<file path="src/rtl/ascon_cipher_out_buffer.sv">
// ascon_cipher_out_buffer
//   Output stage behind the Ascon control FSM and datapath. Ciphertext blocks
//   are pushed into a small first-word-fall-through FIFO on the cipher-valid
//   pulse. The tag is latched on the end pulse. Words are streamed to the host
//   over a valid/ready port with a last-word marker.
//   Optional macro ASCON_TAG_STREAM_EN: after the ciphertext has drained, the
//   128-bit tag is also streamed as two words (high half first). In that build
//   out_last_o marks the low tag word.
module ascon_cipher_out_buffer #(
  parameter  int DEPTH  = 4,
  localparam int ADDR_W = $clog2(DEPTH)
) (
  input  logic              clock_i,
  input  logic              reset_i,
  input  logic              start_i,
  input  logic [63:0]       cipher_i,
  input  logic              cipher_valid_i,
  input  logic [127:0]      tag_i,
  input  logic              tag_valid_i,
  output logic [63:0]       out_data_o,
  output logic              out_valid_o,
  input  logic              out_ready_i,
  output logic              out_last_o,
  output logic [127:0]      tag_o,
  output logic              done_o,
  output logic              overflow_o,
  output logic [ADDR_W:0]   level_o
);

  localparam logic [ADDR_W:0] FULL_LVL = (ADDR_W + 1)'(DEPTH);
  localparam logic [ADDR_W:0] ONE_LVL  = (ADDR_W + 1)'(1);

  typedef enum logic [2:0] {
    S_IDLE    = 3'd0,
    S_COLLECT = 3'd1,
    S_DRAIN   = 3'd2
`ifdef ASCON_TAG_STREAM_EN
    ,
    S_TAG_HI  = 3'd3,
    S_TAG_LO  = 3'd4
`endif
  } state_t;

  state_t              state_q;
  logic [63:0]         mem_q [DEPTH];
  logic [ADDR_W-1:0]   wr_ptr_q;
  logic [ADDR_W-1:0]   rd_ptr_q;
  logic [ADDR_W:0]     level_q;
  logic [127:0]        tag_q;
  logic                overflow_q;
  logic                done_q;

  logic fifo_state;
  logic fifo_valid;
  logic full;
  logic push_req;
  logic do_push;
  logic do_pop;

  // Push/pop decisions; a start pulse discards both because it flushes the FIFO.
  always_comb begin
    fifo_state = (state_q == S_COLLECT) || (state_q == S_DRAIN);
    fifo_valid = fifo_state && (level_q != '0);
    full       = (level_q == FULL_LVL);
    push_req   = (state_q == S_COLLECT) && cipher_valid_i && !start_i;
    do_pop     = fifo_valid && out_ready_i && !start_i;
    // A full FIFO still accepts a push when a pop frees a slot in the same cycle.
    do_push    = push_req && (!full || do_pop);
  end

  // Storage array: written on accepted pushes only, no reset needed.
  always_ff @(posedge clock_i) begin
    if (do_push) begin
      mem_q[wr_ptr_q] <= cipher_i;
    end
  end

  // Control FSM, FIFO pointers/occupancy, tag latch and status flags.
  always_ff @(posedge clock_i) begin
    if (reset_i) begin
      state_q    <= S_IDLE;
      wr_ptr_q   <= '0;
      rd_ptr_q   <= '0;
      level_q    <= '0;
      tag_q      <= '0;
      overflow_q <= 1'b0;
      done_q     <= 1'b0;
    end else begin
      done_q <= 1'b0;
      if (start_i) begin
        state_q    <= S_COLLECT;
        wr_ptr_q   <= '0;
        rd_ptr_q   <= '0;
        level_q    <= '0;
        tag_q      <= '0;
        overflow_q <= 1'b0;
      end else begin
        if (do_push) begin
          wr_ptr_q <= wr_ptr_q + ADDR_W'(1);
        end
        if (do_pop) begin
          rd_ptr_q <= rd_ptr_q + ADDR_W'(1);
        end
        if (do_push && !do_pop) begin
          level_q <= level_q + ONE_LVL;
        end else if (!do_push && do_pop) begin
          level_q <= level_q - ONE_LVL;
        end
        if (push_req && !do_push) begin
          overflow_q <= 1'b1;
        end

        case (state_q)
          S_COLLECT: begin
            if (tag_valid_i) begin
              tag_q   <= tag_i;
              state_q <= S_DRAIN;
            end
          end
          S_DRAIN: begin
            if (level_q == '0) begin
`ifdef ASCON_TAG_STREAM_EN
              state_q <= S_TAG_HI;
`else
              done_q  <= 1'b1;
              state_q <= S_IDLE;
`endif
            end
          end
`ifdef ASCON_TAG_STREAM_EN
          S_TAG_HI: begin
            if (out_ready_i) begin
              state_q <= S_TAG_LO;
            end
          end
          S_TAG_LO: begin
            if (out_ready_i) begin
              done_q  <= 1'b1;
              state_q <= S_IDLE;
            end
          end
`endif
          default: begin
          end
        endcase
      end
    end
  end

  // Output word mux: FIFO head while ciphertext is pending, tag halves afterwards.
  always_comb begin
    out_data_o  = '0;
    out_valid_o = 1'b0;
    out_last_o  = 1'b0;
    if (fifo_valid) begin
      out_valid_o = 1'b1;
      out_data_o  = mem_q[rd_ptr_q];
`ifndef ASCON_TAG_STREAM_EN
      out_last_o  = (state_q == S_DRAIN) && (level_q == ONE_LVL);
`endif
    end
`ifdef ASCON_TAG_STREAM_EN
    else if (state_q == S_TAG_HI) begin
      out_valid_o = 1'b1;
      out_data_o  = tag_q[127:64];
    end else if (state_q == S_TAG_LO) begin
      out_valid_o = 1'b1;
      out_data_o  = tag_q[63:0];
      out_last_o  = 1'b1;
    end
`endif
  end

  assign tag_o      = tag_q;
  assign done_o     = done_q;
  assign overflow_o = overflow_q;
  assign level_o    = level_q;

endmodule

</file>
<file path="config.mk">
export PLATFORM = sky130hd
export DESIGN_NAME = ascon_cipher_out_buffer
export DESIGN_NICKNAME = d
export VERILOG_FILES = /design/src/rtl/ascon_cipher_out_buffer.sv
export SDC_FILE = /design/constraint.sdc
export NUM_CORES = 1
export LEC_CHECK = 0
export ABC_AREA = 1
export BUFFER_PORTS_ARGS = -buffer_cell sky130_fd_sc_hd__buf_2
export CORE_ASPECT_RATIO = 0.6
export CORE_MARGIN = 3
export CORE_UTILIZATION = 25
export DETAILED_ROUTE_END_ITERATION = 7
export PLACE_DENSITY = 0.52
export SLEW_MARGIN = 20
export SYNTH_ARGS = -nofsm -noshare
export SYNTH_HDL_FRONTEND = slang
export SYNTH_SLANG_ARGS = --single-unit
</file>
<file path="constraint.sdc">
create_clock -name clock_i -period 5.32 [get_ports clock_i]
set_input_delay 1.064 -clock clock_i [delete_from_list [all_inputs] [get_ports clock_i]]
set_output_delay 1.064 -clock clock_i [all_outputs]
set_load 0.005 [all_outputs]
</file>
# Yosys cells after proc, flatten, opt, wreduce, memory -nomap -nowiden
# Memory sizes are Yosys's and may differ from the RTL's. A register that Yosys moved wholly into a read port is not among the register bits.
# Cells that the tools add are included.
[word_totals] regBits=140 ramBits=256 inputBits=198 out_inout_bits=199 word_cells=62 n_memories=1
[classes] n_addsub=4 eq_ne=8 n_mux=14 bitwise=1 reduce_logical=26
[mem_list] name="mem_q" words=4 width=64 read_ports=1 rd_clocked_by_memory_dff=1 wr=1 line_no="45" text="logic [63:0] mem_q [DEPTH];"
[op_table] operator="64-bit two-way mux" n=1
[op_table] operator="3-bit two-way mux" n=4
[op_table] operator="1-bit logical AND" n=10
[op_table] operator="3-bit by 1-bit == test with 1-bit output (second input constant)" n=2
[op_table] operator="1-bit two-way mux" n=6
[op_table] operator="3-bit one-hot mux with 2 select lines" n=1
[op_table] operator="3-bit AND reduction" n=2
[op_table] operator="3-bit nonzero test" n=2
[op_table] operator="2-bit by 1-bit adder with 2-bit output (second input constant)" n=2
[op_table] operator="1-bit logical NOT" n=4
[op_table] operator="2-bit two-way mux" n=2
[op_table] operator="2-bit nonzero test" n=2
[op_table] operator="3-bit by 1-bit adder with 3-bit output (second input constant)" n=1
[op_table] operator="3-bit by 2-bit == test with 1-bit output (second input constant)" n=1
[op_table] operator="3-bit == test (second input constant)" n=1
[op_table] operator="3-bit logical NOT" n=1
[op_table] operator="3-bit by 2-bit inequality test with 1-bit output (second input constant)" n=1
[op_table] operator="3-bit inequality test (second input constant)" n=1
[op_table] operator="3-bit OR reduction" n=1
[op_table] operator="3-bit by 1-bit subtractor with 3-bit output (second input constant)" n=1
[op_table] operator="1-bit logical OR" n=2
[op_table] operator="2-bit by 1-bit inequality test with 1-bit output (second input constant)" n=1
[op_table] operator="2-bit inequality test (second input constant)" n=1
[op_table] operator="2-bit AND reduction" n=1
[op_table] operator="other kinds (2)" n=2

# Longest topological paths before layout
[depth] depth_word=11 mapped_depth=13

# Least setup slack after synthesis
# Ideal clock, no wire load.
[synth_timing] path_kind="input to register" startpoint="input out_ready_i" endpoint="memory mem_q[0][0], enable pin" setup_time_ps=486 t_arrival_ps=4236 path_slack_ps=598 cell_stages=6 n_path_buf=0 cell_sequence="inv_1 nor2_1 nand3_1 nand2_1 nand2_1 nor2_1"
[synth_via] elab_chain_len=6
[synth_lines] element="start: declaration" line_no="22" text="input logic out_ready_i,"
[synth_lines] element="1-bit logical AND (2 in series)" line_no="66" text="do_pop = fifo_valid && out_ready_i && !start_i;"
[synth_lines] element="1-bit logical OR" line_no="68" text="do_push = push_req && (!full || do_pop);"
[synth_lines] element="1-bit logical AND" line_no="68"
[synth_lines] element="1-bit two-way mux" line_no="73" text="if (do_push) begin"
[synth_lines] element="1-bit two-way mux (implied by the code)" line_no="74" text="mem_q[wr_ptr_q] <= cipher_i;"
[synth_lines] element="end: declaration" line_no="45"
# No other way between the ends.

==> metrics.json <==
{
  "cells_and_area": {
    "multi_input_comb_area_um2": 3950,
    "final_core_area_utilization_pct": 32.4,
    "nets": 1986,
    "fill_cells": 5971,
    "area.sequential_um2": 10500,
    "synthToLayoutAreaGrowth_pct": 26.2,
    "final_layout_size_suffix_gt1_share_pct": 26.4
  },
  "critical_path": {
    "path_max_fanout": 62,
    "endpoint_kind": "output port",
    "rr_endpoint": "mem_q[2][17]",
    "startpoint_type": "flop",
    "critPathKind": "reg -> out",
    "regToRegStartpoint": "level_o[0]",
    "reg2reg_slack_ns": 2.39,
    "timing.reg2reg.worst_path_depth": 8,
    "critical_path_required_ns": 4.26,
    "arrival_ns": 2.91
  },
  "global_routing": {
    "grt_pass1_wl_um": 66200,
    "number_of_global_route_vias_before_repair": 11211,
    "grt_start_max_net_pins": 130,
    "track_usage_pct": 13.6,
    "grt_antenna_before_repair": 2,
    "grt_remaining_overflow": 0
  },
  "yosys": {
    "post_synth_and_or_nand_nor_area_fraction_pct": 14.0,
    "yosys_warnings": 0,
    "sequential_share_of_the_synthesized_area_pct": 70.0,
    "synth_top_area_share_pct": 51.2,
    "synth_area_leader_cell": "sky130_fd_sc_hd__edfxtp_1",
    "post_synth_instance_area_um2": 15000,
    "synthCells": 1412,
    "netlist-cell-type-count": 20,
    "synth_top_cells_by_area": "sky130_fd_sc_hd__edfxtp_1 51%, sky130_fd_sc_hd__dfxtp_1 19%, sky130_fd_sc_hd__nor2_1 13%, sky130_fd_sc_hd__o21ai_0 8.2%, sky130_fd_sc_hd__a21oi_1 2.4%",
    "dominantRegCellSynth": "sky130_fd_sc_hd__edfxtp_1",
    "synth_top_family_by_area": "simple AND/OR/NAND/NOR gates",
    "postSynthAreaPerCell_um2": 10.6,
    "syn_nets": 1621,
    "synth_enable_flop_cells": 256,
    "synth_xor_area_share_pct": 0.0584,
    "postSynth.asyncResetShare_pct": 0,
    "yosys_register_bits": 397,
    "yosys.cell_count.top_type": "sky130_fd_sc_hd__nor2_1",
    "synth_compound_gate_area_share_pct": 11.1,
    "synth_mux_area_share_pct": 0,
    "synthAdderAreaFrac_pct": 0.917,
    "synthTopCellsByCount": "528 x sky130_fd_sc_hd__nor2_1, 256 x sky130_fd_sc_hd__edfxtp_1, 246 x sky130_fd_sc_hd__o21ai_0"
  },
  "clock_tree": {
    "cts-root-to-sink-buffers": 3,
    "clk_latency_ns": 0.55,
    "clock_tree_from_tritoncts": "built",
    "cts.repair.resized": 0,
    "cts_inserted_buffers": 41,
    "root_buffer": "sky130_fd_sc_hd__clkbuf_16",
    "cts.hold.buffers_added": 0,
    "h-tree-depth": 2,
    "numClockSinks": 397,
    "path_clk_slew_ns": 0.07,
    "cts_post_setup_buffers_inserted": 0
  },
  "placed_design": {
    "gp_congestion": 0.817,
    "place.port_buffers": 396,
    "place_ws_ns": 1.81,
    "hpwlAfterDp_um": 28300
  },
  "sta": {
    "fin_crit_sh_pct": 74.8,
    "maxClockFrequency_ghz": 0.251,
    "timing.final.setup_violations": 0,
    "tightest_slew_ns": 1.06,
    "layout_setup_ws_ns": 1.34,
    "rsz0062_at_grt": "no",
    "finalMaxSlewViolations": 0,
    "finalHoldWorstSlack_ns": 0.465,
    "final_period_minus_worst_setup_slack_ns": 3.98,
    "finalHoldViolCount": 0,
    "relSlewSlack_pct": 29.4,
    "timing.setup.tns_ns": 0,
    "clock_skew_ns": 0.0187
  },
  "detailed_routing": {
    "drt-pass1-iter-count": 5,
    "routed_wl_um": 44000,
    "drcViolationCount": 0,
    "drt_iter0_markers": 732,
    "route.antenna.remaining_nets": 0,
    "viasPerCell": 4.38,
    "detail_route.wl_per_cell_um": 17.1,
    "via_count": 11284
  },
  "die": {
    "core-area_um2": 58500,
    "io-pin-count": 397,
    "die-height_um": 196,
    "initial_utilization_pct": 25.7,
    "num_rows": 68,
    "die-area_um2": 63100,
    "die_x_um": 322
  },
  "run_status": {
    "outcome": "finished, final reports clean"
  },
  "worst_hold_path": {
    "worst_min_delay_path_category": "reg -> reg",
    "hold_path.startpoint": "overflow_o",
    "whs_endpoint": "overflow_o",
    "hold-path-cell-count": 2
  },
  "power_and_ir_drop": {
    "worst_vdd_rail_ir_drop_mv": 0.156,
    "power.density_cell_area_nw_per_um2": 337,
    "static-leakage-power_nw": 7.45,
    "power_after_layout_mw": 6.38
  },
  "run": {
    "maxCapViolations": 0
  }
}
-- critical path, cell delays in order, from the launching register on --
cell and delay [ns]:
sky130_fd_sc_hd__dfxtp_4 0.46, sky130_fd_sc_hd__inv_2 0.74, sky130_fd_sc_hd__buf_4 0.55, sky130_fd_sc_hd__o21ai_0 0.18, sky130_fd_sc_hd__a21oi_1 0.22, sky130_fd_sc_hd__buf_2 0.16
-- where the power goes --
part	leakage, nW	switching, mW	total (mW)	internal (mW)
logic	3.40	0.186	0.309	0.124
clock network	0.605	1.18	2.73	1.55
registers	3.45	0.0175	3.34	3.32
-- layout make-up --
class	count	area share, %
Sequential cell	397	55.5
Multi-Input combinational cell	899	20.8
Timing Repair Buffer	412	11.5
Clock buffer	57	6.07
Tap cell	770	5.08
Clock inverter	15	0.522
Inverter	26	0.522
Antenna cell	1	0.0132
-- worst max path at each step --
stage,from,to,cells past startpoint
2_1_floorplan,out_ready_i,mem_q[0][0],6
3_3_place_gp,flop,out_data_o[24],6
3_5_place_dp,flop,out_data_o[49],5
4_1_cts,flop,out_data_o[49],5
5_1_grt,flop,out_data_o[49],5
6_report,flop,out_data_o[49],5
-- kinds of logic after synthesis --
family / count (synthesis)
AO/OA/AOI/OAI: 333
XOR/XNOR: 1
adder cells (fa/ha/maj): 11
buffers and inverters: 116
flip-flops: 397
AND/OR/NAND/NOR: 554
-- state kept, by name, summed over array words and instances (netlist names), named ones only --
register    cells
wr_ptr_q        2
mem_q         256
done_o          1
overflow_o      1
tag_o         128
rd_ptr_q        2
state_q         2
level_o         3
-- per-stage QoR --
step	instances	instance area, µm²
2_1_floorplan	1412	15000
3_3_place_gp	2502	17600
3_5_place_dp	2503	17700
4_1_cts	2575	18900
5_1_grt	2577	18900
6_report	2577	18900
-- cells in the final DEF, fill, tap and decap left out, drive strengths merged, types with 6 or more instances in the layout --
cell type and n:
a21oi 73, buf 412, clkbuf 57, clkinv 12, dfxtp 141, edfxtp 256
ha 11, inv 26, nand2 18, nand3 6, nor2 529, o21ai 260
-- routing by layer --
metal	wire, µm	up-vias	GRT usage [%]
li1	-	5512	-
met1	20500	5526	17.9
met2	20500	183	21.7
met3	1960	61	3.25
met4	1100	2	4.69
met5	14	-	0
Power figures use the tool's default switching activity.
